$ cat src/rtl/inert_intf.sv
// Inertial-sensor front end: configures the IMU through the SPI monarch, reads pitch rate
// and Z-acceleration on every data-ready interrupt, and fuses them into a pitch estimate.
module inert_intf #(
  parameter int          TMR_W          = 16,
  parameter logic [15:0] PTCH_RT_OFFSET = 16'h0050,
  parameter logic [15:0] AZ_OFFSET      = 16'h00A0
) (
  input  logic               clk,
  input  logic               rst_n,
  input  logic               INT,
  input  logic               done,
  input  logic        [15:0] rd_data,
  output logic               wrt,
  output logic        [15:0] cmd,
  output logic               vld,
  output logic signed [15:0] ptch,
  output logic signed [15:0] ptch_rt
);

  typedef enum logic [2:0] {INIT_WAIT, CFG, IDLE, RD, FUSE} state_t;

  state_t             state;
  logic [TMR_W-1:0]   tmr;
  logic [1:0]         idx;
  logic               busy;
  logic               int_ff1, int_ff2, int_ff3, int_rise;
  logic [7:0]         rate_l, rate_h, az_l, az_h;
  logic signed [26:0] ptch_int;

  logic [15:0]        rt_next, az_corr;
  logic signed [25:0] az_ext, prod;
  logic signed [15:0] ptch_acc;
  logic [26:0]        fuse_val;
  logic signed [26:0] int_next;
  logic               unused_bits;

  function automatic logic [15:0] cfg_cmd(input logic [1:0] i);
    case (i)
      2'd0:    return 16'h0D02;
      2'd1:    return 16'h1053;
      2'd2:    return 16'h1150;
      default: return 16'h1460;
    endcase
  endfunction

  function automatic logic [15:0] rd_cmd(input logic [1:0] i);
    case (i)
      2'd0:    return 16'hA200;
      2'd1:    return 16'hA300;
      2'd2:    return 16'hAC00;
      default: return 16'hAD00;
    endcase
  endfunction

  // INT is asynchronous: two flops to settle it, a third to find its rising edge.
  // NOTE: sequential state uses non-blocking assignments so every flop samples pre-edge values.
  always_ff @(posedge clk or negedge rst_n) begin
    if (!rst_n) begin
      int_ff1 <= 1'b0;
      int_ff2 <= 1'b0;
      int_ff3 <= 1'b0;
    end else begin
      int_ff1 <= INT;
      int_ff2 <= int_ff1;
      int_ff3 <= int_ff2;
    end
  end

  assign int_rise = int_ff2 & ~int_ff3;

  // Fusion datapath, consumed only in the FUSE cycle.
  assign rt_next  = {rate_h, rate_l} - PTCH_RT_OFFSET;
  assign az_corr  = {az_h, az_l} - AZ_OFFSET;
  assign az_ext   = {{10{az_corr[15]}}, az_corr};
  assign prod     = az_ext * 26'sd327;
  assign ptch_acc = {{3{prod[25]}}, prod[25:13]};
  assign fuse_val = (ptch_acc > ptch) ? 27'd1024 : 27'h7FFFC00;
  assign int_next = ptch_int - {{11{rt_next[15]}}, rt_next} + fuse_val;
  assign ptch     = ptch_int[26:11];

  assign unused_bits = ^{rd_data[15:8], prod[12:0]};

  always_ff @(posedge clk or negedge rst_n) begin
    if (!rst_n) begin
      state    <= INIT_WAIT;
      tmr      <= '0;
      idx      <= '0;
      busy     <= 1'b0;
      wrt      <= 1'b0;
      cmd      <= '0;
      vld      <= 1'b0;
      ptch_rt  <= '0;
      ptch_int <= '0;
      rate_l   <= '0;
      rate_h   <= '0;
      az_l     <= '0;
      az_h     <= '0;
    end else begin
      wrt <= 1'b0;
      vld <= 1'b0;
      unique case (state)
        INIT_WAIT: begin
          tmr <= tmr + TMR_W'(1);
          if (&tmr) begin
            state <= CFG;
            idx   <= 2'd0;
            busy  <= 1'b1;
            wrt   <= 1'b1;
            cmd   <= cfg_cmd(2'd0);
          end
        end
        CFG: begin
          if (busy && done) begin
            if (idx == 2'd3) begin
              busy  <= 1'b0;
              state <= IDLE;
            end else begin
              idx <= idx + 2'd1;
              wrt <= 1'b1;
              cmd <= cfg_cmd(idx + 2'd1);
            end
          end
        end
        IDLE: begin
          // A done with nothing outstanding lands here and is simply dropped.
          if (int_rise) begin
            state <= RD;
            idx   <= 2'd0;
            busy  <= 1'b1;
            wrt   <= 1'b1;
            cmd   <= rd_cmd(2'd0);
          end
        end
        RD: begin
          if (busy && done) begin
            case (idx)
              2'd0:    rate_l <= rd_data[7:0];
              2'd1:    rate_h <= rd_data[7:0];
              2'd2:    az_l   <= rd_data[7:0];
              default: az_h   <= rd_data[7:0];
            endcase
            if (idx == 2'd3) begin
              busy  <= 1'b0;
              state <= FUSE;
            end else begin
              idx <= idx + 2'd1;
              wrt <= 1'b1;
              cmd <= rd_cmd(idx + 2'd1);
            end
          end
        end
        FUSE: begin
          ptch_rt  <= rt_next;
          ptch_int <= int_next;
          vld      <= 1'b1;
          state    <= IDLE;
        end
        default: state <= INIT_WAIT;
      endcase
    end
  end

endmodule

$ cat config.mk
export PLATFORM = sky130hd
export DESIGN_NAME = inert_intf
export DESIGN_NICKNAME = d
export VERILOG_FILES = /design/src/rtl/inert_intf.sv
export SDC_FILE = /design/constraint.sdc
export NUM_CORES = 1
export LEC_CHECK = 0
export BUFFER_PORTS_ARGS = -buffer_cell sky130_fd_sc_hd__buf_4
export CAP_MARGIN = 5
export CORE_ASPECT_RATIO = 1.5
export CORE_MARGIN = 3
export CORE_UTILIZATION = 35
export CTS_CLUSTER_DIAMETER = 150
export CTS_CLUSTER_SIZE = 20
export DETAILED_ROUTE_END_ITERATION = 10
export GPL_TIMING_DRIVEN = 0
export PLACE_DENSITY = 0.51
export SLEW_MARGIN = 20
export SYNTH_ARGS = -nofsm -noshare
export SYNTH_HDL_FRONTEND = slang
export SYNTH_SLANG_ARGS = --single-unit
$ cat constraint.sdc
create_clock -name clk -period 14.9 [get_ports clk]
set_input_delay 0.745 -clock clk [delete_from_list [all_inputs] [get_ports clk]]
set_output_delay 0.745 -clock clk [all_outputs]
set_load 0.005 [all_outputs]
==> impl_metrics.env <==
export IMPL_via_count=6773
export IMPL_portBuffers=57
export IMPL_worstPathRequired_ps=15120
export IMPL_grt_max_degree=62
export IMPL_tritoncts="done"
export IMPL_nets=1258
export IMPL_crit_path_end_kind="flip-flop"
export IMPL_cp_startpoint="az_l[5]$_DFFE_PN0P_"
export IMPL_antenna_found_initial=0
export IMPL_io_pins=70
export IMPL_cts_setup_buffers=0
export IMPL_slowest_delay_ps=660
export IMPL_period_needed_ps=11490
export IMPL_clockBufferDepth=2
export IMPL_synth_top_cell_by_area="dfrtp_1"
export IMPL_syn2layout_area_growth_pct=12.9
export IMPL_die_h_um=208
export IMPL_grt_total_usage=0.149
export IMPL_critPathMaxFanout=14
export IMPL_hpwl_um=17400
export IMPL_seq_area_um2=2800
export IMPL_ys_ff_latch=112
export IMPL_min_path_type="primary input to asynchronous set/reset pin"
export IMPL_post_drt_wl_per_cell_um=15.3
export IMPL_antenna_left=0
export IMPL_r2r_cells=40
export IMPL_period_share=0.771
export IMPL_crit_path_frequent_cell="ha_1"
export IMPL_drive_gt1_frac=0.145
export IMPL_synthArstFlopShare=1.00
export IMPL_dr_first_iter_drc_count=249
export IMPL_cts_root_buf="clkbuf_16"
export IMPL_setup_violations=0
export IMPL_clk_latency_ps=370
export IMPL_synth_warnings=0
export IMPL_dieArea_um2=29300
export IMPL_yosys_top_cells_area="dfrtp_1 29%, ha_1 18%, fa_1 12%"
export IMPL_cts_buffers=9
export IMPL_hold_buffers=0
export IMPL_ys_flop_type="dfrtp_1"
export IMPL_startpoint_type="flip-flop"
export IMPL_syn_area_per_cell_um2=9.83
export IMPL_htree_num_levels=3
export IMPL_fin_cells=1387
export IMPL_rr_endpoint="ptch_int[16]$_DFFE_PN0P_"
export IMPL_initial_core_util=0.358
export IMPL_routed_via_density=4.88
export IMPL_finalHoldViolations=0
export IMPL_cts_sinks=112
export IMPL_yosysUniqueCellTypes=60
export IMPL_clk_pin_slew_ps=90
export IMPL_synth_cells=971
export IMPL_skew_ps=15.2
export IMPL_gr_total_overflow=0
export IMPL_critPathSlowestCell="inv_1"
export IMPL_ys_seq_area_frac=0.294
export IMPL_cts_resized=0
export IMPL_coreArea_um2=26700
export IMPL_drc_errors=0
export IMPL_crit_end="ptch_int[16]$_DFFE_PN0P_"
export IMPL_multi_input_area_um2=6030
export IMPL_setup_tns_ps=0
export IMPL_drt_pass1_iter_count=4
export IMPL_rsz0062_at_grt="false"
export IMPL_outcome="completed"
export IMPL_arrival_ps=11710
export IMPL_diodes=0
export IMPL_maxSlewViolCount=0
export IMPL_ff2ff_setup_slack_ps=3410
export IMPL_die_x_um=141
export IMPL_synth_top_area_frac=0.294
export IMPL_first_global_vias=7151
export IMPL_dpl_cell_count=1371
export IMPL_cap_viol_max_count=0
export IMPL_slew_headroom=0.420
export IMPL_synth_area_um2=9550
export IMPL_worst_pin_slew_ps=870
export IMPL_finalWirelength_um=21200
export IMPL_path_class="flip-flop to flip-flop"
export IMPL_rows=73
export IMPL_synth_edf_count=0
export IMPL_max_freq_mhz=87.0
export IMPL_fill_cells=2708
export IMPL_r2r_start="az_l[5]$_DFFE_PN0P_"
export IMPL_grt_pass1_wl_um=35400
export IMPL_gp_congestion=0.873
metal layers:
| metal | vias to the layer above | share of wire | global-route usage |
|---|---|---|---|
| met1 | 3268 | 0.43 | 0.179 |
| met2 | 84 | 0.53 | 0.274 |
| li1 | 3399 | - | - |
| met3 | 22 | 0.027 | 0.0223 |
| met5 | - | 0 | 0 |
| met4 | 0 | 0.019 | 0.0441 |
worst max-delay path: cells and delay by family, from the launching register on:
| kind | cells | cell delay (ps) |
|---|---|---|
| AO/OA/AOI/OAI | 15 | 3520 |
| buffers and inverters | 5 | 1100 |
| adder cells (fa/ha/maj) | 10 | 4040 |
| flip-flops | 1 | 470 |
| AND/OR/NAND/NOR | 7 | 1310 |
| XOR/XNOR | 3 | 900 |
synthesized netlist by cell type (all sizes together), types with 3 or more instances:
cell type / instances
xnor2: 51
nand4: 11
nand2: 85
a21o: 15
nand2b: 4
and3: 7
nor2: 38
nand3: 26
o21a: 9
a31oi: 8
a211oi: 4
ha: 136
dfrtp: 112
fa: 57
a21oi: 36
nor2b: 5
or3: 8
nor4: 6
nor3: 14
o21ai: 58
o211ai: 4
clkbuf: 12
xor2: 28
o2111ai: 3
mux2: 37
buf: 24
o31a: 3
inv: 140
cell type report:
| type | count | area share |
|---|---|---|
| sequential | 112 | 0.260 |
| tap | 337 | 0.0391 |
| clock buffer | 10 | 0.0222 |
| inverter | 140 | 0.0488 |
| multi-input combinational | 686 | 0.559 |
| timing repair buffer | 60 | 0.0447 |
| clock inverter | 6 | 0.00569 |
| buffer | 36 | 0.0204 |
per-stage QoR:
step	hold slack [ps]	cell area (um^2)	setup slack, ps	utilization
2_1_floorplan	331	9560	4310	-
3_3_place_gp	344	10400	2520	0.390
3_5_place_dp	341	10500	3280	0.393
4_1_cts	361	10800	3240	0.404
5_1_grt	363	10800	2340	0.404
6_report	346	10800	3410	0.404
registers in the layout, indices dropped and copies added (netlist names), 3 cells and up:
signal    flops
az_h          8
rate_l        8
rate_h        8
state         3
tmr          16
cmd          10
ptch_int     27
ptch_rt      16
az_l          8
layout by cell type, fill, tap and decap left out, types with 4 or more instances in the layout:
cell and n:
nand2b_1 4, nor3_1 13, o21a_1 9, dfrtp_1 112, clkbuf_16 9, nor2b_1 5
a211oi_1 4, o21ai_0 51, nand2_1 85, xnor2_1 48, ha_1 136, a21o_1 15
mux2_2 37, or3_1 8, o21ai_1 6, fa_1 57, conb_1 4, xor2_1 28
a21oi_1 36, inv_1 140, and3_1 7, nor2_1 38, nand4_1 11, nand3_1 26
nor4_1 4, a31oi_1 8, buf_4 78, clkbuf_1 12
how the worst min path moves through the flow:
| stage | start | to | slack, ps |
|---|---|---|---|
| global placement | int_ff1$_DFF_PN0_ | int_ff2$_DFF_PN0_ | 340 |
| floorplan | int_ff1$_DFF_PN0_ | int_ff2$_DFF_PN0_ | 330 |
| detailed placement | int_ff1$_DFF_PN0_ | int_ff2$_DFF_PN0_ | 340 |
| CTS | int_ff1$_DFF_PN0_ | int_ff2$_DFF_PN0_ | 360 |
| global route | int_ff1$_DFF_PN0_ | int_ff2$_DFF_PN0_ | 360 |
| finish | rst_n | cmd[13]$_DFFE_PN0P_ | 350 |
logic make-up (layout without fill, tap and decap cells):
family                     count (synthesis)  count (layout)  synth area share
and+or+nand+nor                          214             214             0.108
adders and majority gates                193             193             0.298
other                                      1               4          0.000393
muxes                                     37              37            0.0436
buffers and inverters                    176             252            0.0781
xor gates and xnor gates                  79              79            0.0733
DFF                                      112             112             0.294
AOI/OAI and AO/OA                        159             159             0.106
Power is not shown: default switching activity piles up to over one toggle a cycle in this logic, so the estimate is an artifact.
